$ cat src/rtl/uart_tx_arbiter.sv
// Packet-granular round-robin arbiter that shares one UART transmit byte stream
// between NUM_REQ requesters, with an optional per-packet source header byte.
module uart_tx_arbiter #(
    parameter int unsigned NUM_REQ   = 4,
    parameter int unsigned MAX_PKT   = 64,
    parameter bit          HEADER_EN = 1'b1,
    parameter logic [7:0]  HDR_BASE  = 8'hF0
) (
    input  logic                 clk_48mhz,
    input  logic                 reset_n,
    input  logic [8*NUM_REQ-1:0] req_data,
    input  logic [NUM_REQ-1:0]   req_valid,
    input  logic [NUM_REQ-1:0]   req_last,
    output logic [NUM_REQ-1:0]   req_ready,
    output logic [7:0]           out_data,
    output logic                 out_valid,
    input  logic                 out_ready,
    output logic [2:0]           grant_id,
    output logic                 busy,
    output logic                 ovl_err,
    input  logic                 err_clr
);
    localparam int unsigned CNT_W = $clog2(MAX_PKT + 1);
    localparam int unsigned GID_W = 3;

    typedef enum logic [1:0] {
        ST_IDLE = 2'd0,
        ST_HDR  = 2'd1,
        ST_DATA = 2'd2
    } state_e;

    state_e           state_q, state_d;
    logic [7:0]       out_data_q, out_data_d;
    logic             out_valid_q, out_valid_d;
    logic [GID_W-1:0] grant_q, grant_d;
    logic [GID_W-1:0] ptr_q, ptr_d;
    logic             busy_q, busy_d;
    logic             ovl_q, ovl_d;
    logic [CNT_W-1:0] cnt_q, cnt_d;

    logic             slot_free;
    logic [CNT_W-1:0] cnt_inc;
    logic             found_hi, found_lo;
    logic [GID_W-1:0] pick_hi, pick_lo, pick;
    logic             g_valid, g_last;
    logic [7:0]       g_data;

    assign slot_free = !out_valid_q || out_ready;
    assign cnt_inc   = cnt_q + CNT_W'(1);

    // Cyclic priority search: first valid index at or after ptr, else first valid overall.
    always_comb begin
        found_hi = 1'b0;
        found_lo = 1'b0;
        pick_hi  = '0;
        pick_lo  = '0;
        for (int i = 0; i < NUM_REQ; i++) begin
            if (req_valid[i] && !found_hi && (GID_W'(i) >= ptr_q)) begin
                found_hi = 1'b1;
                pick_hi  = GID_W'(i);
            end
            if (req_valid[i] && !found_lo) begin
                found_lo = 1'b1;
                pick_lo  = GID_W'(i);
            end
        end
        pick = found_hi ? pick_hi : pick_lo;
    end

    // Select the granted requester's byte stream.
    always_comb begin
        g_valid = 1'b0;
        g_last  = 1'b0;
        g_data  = '0;
        for (int i = 0; i < NUM_REQ; i++) begin
            if (grant_q == GID_W'(i)) begin
                g_valid = req_valid[i];
                g_last  = req_last[i];
                g_data  = req_data[8*i +: 8];
            end
        end
    end

    always_comb begin
        state_d     = state_q;
        out_data_d  = out_data_q;
        out_valid_d = out_valid_q && !out_ready;
        grant_d     = grant_q;
        ptr_d       = ptr_q;
        busy_d      = busy_q;
        cnt_d       = cnt_q;
        ovl_d       = ovl_q && !err_clr;
        req_ready   = '0;

        unique case (state_q)
            ST_IDLE: begin
                if (|req_valid) begin
                    grant_d = pick;
                    cnt_d   = '0;
                    busy_d  = 1'b1;
                    state_d = HEADER_EN ? ST_HDR : ST_DATA;
                end
            end
            ST_HDR: begin
                if (slot_free) begin
                    out_data_d  = HDR_BASE + 8'(grant_q);
                    out_valid_d = 1'b1;
                    state_d     = ST_DATA;
                end
            end
            ST_DATA: begin
                for (int i = 0; i < NUM_REQ; i++) begin
                    if (grant_q == GID_W'(i)) begin
                        req_ready[i] = req_valid[i] && slot_free;
                    end
                end
                if (g_valid && slot_free) begin
                    out_data_d  = g_data;
                    out_valid_d = 1'b1;
                    cnt_d       = cnt_inc;
                    if (g_last || (cnt_inc == CNT_W'(MAX_PKT))) begin
                        state_d = ST_IDLE;
                        busy_d  = 1'b0;
                        ptr_d   = (grant_q == GID_W'(NUM_REQ - 1)) ? '0 : grant_q + GID_W'(1);
                        // A forced cut sets the sticky error even if err_clr is high.
                        if (!g_last) begin
                            ovl_d = 1'b1;
                        end
                    end
                end
            end
            default: state_d = ST_IDLE;
        endcase
    end

    always_ff @(posedge clk_48mhz or negedge reset_n) begin
        if (!reset_n) begin
            state_q     <= ST_IDLE;
            out_data_q  <= '0;
            out_valid_q <= 1'b0;
            grant_q     <= '0;
            ptr_q       <= '0;
            busy_q      <= 1'b0;
            ovl_q       <= 1'b0;
            cnt_q       <= '0;
        end else begin
            state_q     <= state_d;
            out_data_q  <= out_data_d;
            out_valid_q <= out_valid_d;
            grant_q     <= grant_d;
            ptr_q       <= ptr_d;
            busy_q      <= busy_d;
            ovl_q       <= ovl_d;
            cnt_q       <= cnt_d;
        end
    end

    assign out_data  = out_data_q;
    assign out_valid = out_valid_q;
    assign grant_id  = grant_q;
    assign busy      = busy_q;
    assign ovl_err   = ovl_q;

endmodule

$ cat config.mk
export PLATFORM = sky130hd
export DESIGN_NAME = uart_tx_arbiter
export DESIGN_NICKNAME = d
export VERILOG_FILES = /design/src/rtl/uart_tx_arbiter.sv
export SDC_FILE = /design/constraint.sdc
export NUM_CORES = 1
export LEC_CHECK = 0
export ABC_AREA = 1
export CAP_MARGIN = 20
export CORE_MARGIN = 10
export CORE_UTILIZATION = 49
export CTS_CLUSTER_DIAMETER = 60
export CTS_CLUSTER_SIZE = 20
export DETAILED_ROUTE_END_ITERATION = 6
export PLACE_DENSITY = 0.93
export SETUP_SLACK_MARGIN = 0.5
export SLEW_MARGIN = 20
export SYNTH_ARGS = -nofsm -noshare
export SYNTH_HDL_FRONTEND = slang
export SYNTH_SLANG_ARGS = --single-unit
$ cat constraint.sdc
create_clock -name clk_48mhz -period 4.5 [get_ports clk_48mhz]
set_clock_uncertainty 0.1 [all_clocks]
set_input_delay 0.9 -clock clk_48mhz [delete_from_list [all_inputs] [get_ports clk_48mhz]]
set_output_delay 0.9 -clock clk_48mhz [all_outputs]
set_load 0.1 [all_outputs]
==> impl_metrics.yaml <==
worst_hold_path:
  timing.hold.worst_path_depth: 2
  launch_point_of_the_worst_hold_path: "out_data[3]"
  timing.hold.worst.class: "reg -> reg"
  hold_path_end: "out_data[3]"
finish:
  num-nets-final: 348
  finish.cell_count_without_fillers: 340
  post_route_cells_drive_above_1_share_pct: 16.7
  final_common_cell: "clkdlybuf4s50_1"
  finalInstanceArea_mm2: 0.00247
  synthToLayoutAreaGrowth_pct: 37.8
  antennaDiodeCount: 0
  layout.cells.most_common_list: "55 x clkdlybuf4s50_1, 51 x nand2_1, 26 x inv_1"
global_route:
  grt.met3_usage_pct: 2.78
  grt.met2_usage_pct: 30.3
  grt_use_total_pct: 16.7
  grtUsageMet1_pct: 20.1
  most_used_routing_layer: "met2"
  first_global_vias: 1856
  grt_antenna_before_repair: 0
  global_route.overflow_total: 0
  grt_max_degree: 25
  grt_first_pass_wirelength_um: 8910
timing:
  totalNegativeSetupSlack_ns: 0
  finalCriticalPeriod_ns: 3.10
  finalMaxSlewViolations: 0
  worstMarginPinSlew_ns: 0.997
  holdWs_ns: 0.393
  rsz0062_at_grt: "false"
  finalHoldViolations: 0
  fmax_mhz: 323
  relative_slew_slack_pct: 33.3
  min_period_over_period_pct: 68.8
  finalSetupViolCount: 0
cts:
  clock_tree_from_tritoncts: "built"
  cts_buffers: 3
  post_cts_setup_repair_buffer_count: 0
  clock_insertion_delay_worst_skew_ns: 0.27
  cts_resized: 0
  cts.root.buffer_cell: "clkbuf_8"
  max_clock_buf_depth: 2
  cts_sinks: 24
  post_cts_hold_buffer_count: 0
  h-tree-depth: 1
  clock_transition_at_the_register_clock_pins_on_the_worst_setup_and_hold_paths_after_cts_ns: 0.08
synthesis:
  synth_area_mm2: 0.00180
  synth.yosys.warnings: 0
  synth_enable_flop_cells: 0
  synth-async-reset-ratio_pct: 100
  postSynthRegisterBits: 24
  synthesized_netlist_net_count: 290
  netlist_instances: 237
  synth_top_flop_cell: "dfrtp_1"
  synth_sequential_area_ratio_pct: 33.4
  synth_area_per_cell_um2: 7.58
  synth_cell_types: 37
power_and_ir_drop:
  total_power_density_per_cell_area_mw_per_mm2: 693
  static_leakage_nw: 1.10
  max-vdd-ir-drop_uv: 375
  post-layout-total-power_w: 0.00171
placed_design:
  dpl_cell_area_mm2: 0.00241
  hpwl_um: 4370
  placed_cells_incl_taps: 336
  place_congestion: 0.879
  quantity_of_i_o_buffers_inserted_on_ports: 60
worst_setup_path:
  regToRegEndpoint: "out_data[1]"
  worst_r2r_startpoint: "grant_id[1]"
  timing.reg2reg.setup_slack_ns: 1.99
  worst_setup_path_start_kind: "primary input"
  worstPathArrival_ns: 2.10
  critical_path.endpoint_type: "output port"
  path_max_fanout: 5
  worstPathRequired_ns: 3.50
  timing_worst_setup_path_type: "in -> out"
  reg2regPathDepth: 11
drt:
  drt-total-wl_um: 5410
  num_vias: 1834
  first_iter_violations: 91
  drcViolationCount: 0
  drt.antenna.violating_nets: 0
  drt_via_density: 5.39
  first_pass_iters: 4
  drt-wirelength-per-cell_um: 15.9
die:
  die_w_um: 80.5
  core_area_mm2: 0.00344
  placementRows: 21
  initial_utilization_pct: 52.2
  chipHeight_um: 80.5
  floorplan.die_area_mm2: 0.00649
  boundaryPins: 62
run_status:
  run_status: "finished, final reports clean"
run:
  maxCapViolations: 0
-- power breakdown --
part	internal (W)	switching [W]	total [W]
clock network	0.000119	0.0000687	0.000188
logic	0.000339	0.000853	0.00119
registers	0.000285	0.0000502	0.000335
total	0.000743	0.000972	0.00171
-- critical path: stages --
cell and delay (ns):
clkdlybuf4s50_1 0.45, or2_4 0.13, nand2_1 0.13, nor3_2 0.16, buf_4 0.32
-- area by class of cell --
type | instances | area, um^2
well taps | 46 | 57.6
inverters | 32 | 123
flip-flops and latches | 24 | 601
clock inverters | 1 | 30.0
fillers | 261 | 968
clock buffers | 3 | 41.3
repair buffers | 60 | 586
multi-input cells | 174 | 1040
-- layer usage --
layer  share of wire [%]  wire length, um  vias to the layer above
met3                 9.1              493                        4
met4                0.70               38                        0
met5                   0                0                        -
met1                  40             2190                      856
met2                  50             2700                       68
li1                    -                -                      906
-- Yosys cell counts, types with 6 or more instances --
library cell  number  area share (%)
a21oi_1           12             3.3
dfrtp_1           24              33
ha_1               9             6.3
inv_1             26             5.4
nand2_1           51              11
nand2_2           11             3.8
nand3_1           11             3.1
nor2_1             9             1.9
nor2_2             7             2.4
o211ai_1           6             2.5
o21ai_0           16             4.5
-- cells by family (layout without fill, tap and decap cells) --
logic type / after synthesis / in the layout / share of synthesized area, %
adder cells (fa/ha/maj): 9 / 9 / 6.27
AO/OA/AOI/OAI: 59 / 59 / 21.2
flip-flops: 24 / 24 / 33.4
other: 1 / 1 / 0.209
AND/OR/NAND/NOR: 105 / 105 / 29.2
buffers and inverters: 39 / 96 / 9.69
-- registers in the layout, summed over array words and instances (netlist names) --
signal / count
out_data: 8
cnt_q: 7
grant_id: 2
ptr_q: 2
state_q: 2
busy: 1
out_valid: 1
ovl_err: 1
-- worst max path at each step --
| stage | from | to | slack [ns] | depth (start not counted) |
|---|---|---|---|---|
| after floorplan | grant_id[1] | req_ready[2] | 0.70 | 5 |
| after global placement | out_ready | req_ready[2] | 1.41 | 5 |
| after detailed placement | out_ready | req_ready[1] | 1.40 | 5 |
| after CTS | out_ready | req_ready[1] | 1.39 | 5 |
| after global routing | grant_id[1] | req_ready[3] | 1.29 | 4 |
| final | out_ready | req_ready[2] | 1.40 | 5 |
-- stage by stage --
stage / worst slack [ns] / util (%)
2_1_floorplan: 0.699 / -
4_1_cts: 1.39 / 72.0
6_report: 1.40 / 71.9
5_1_grt: 1.29 / 71.9
3_3_place_gp: 1.41 / 69.9
3_5_place_dp: 1.40 / 69.9
(Power assumes the default switching activity.)
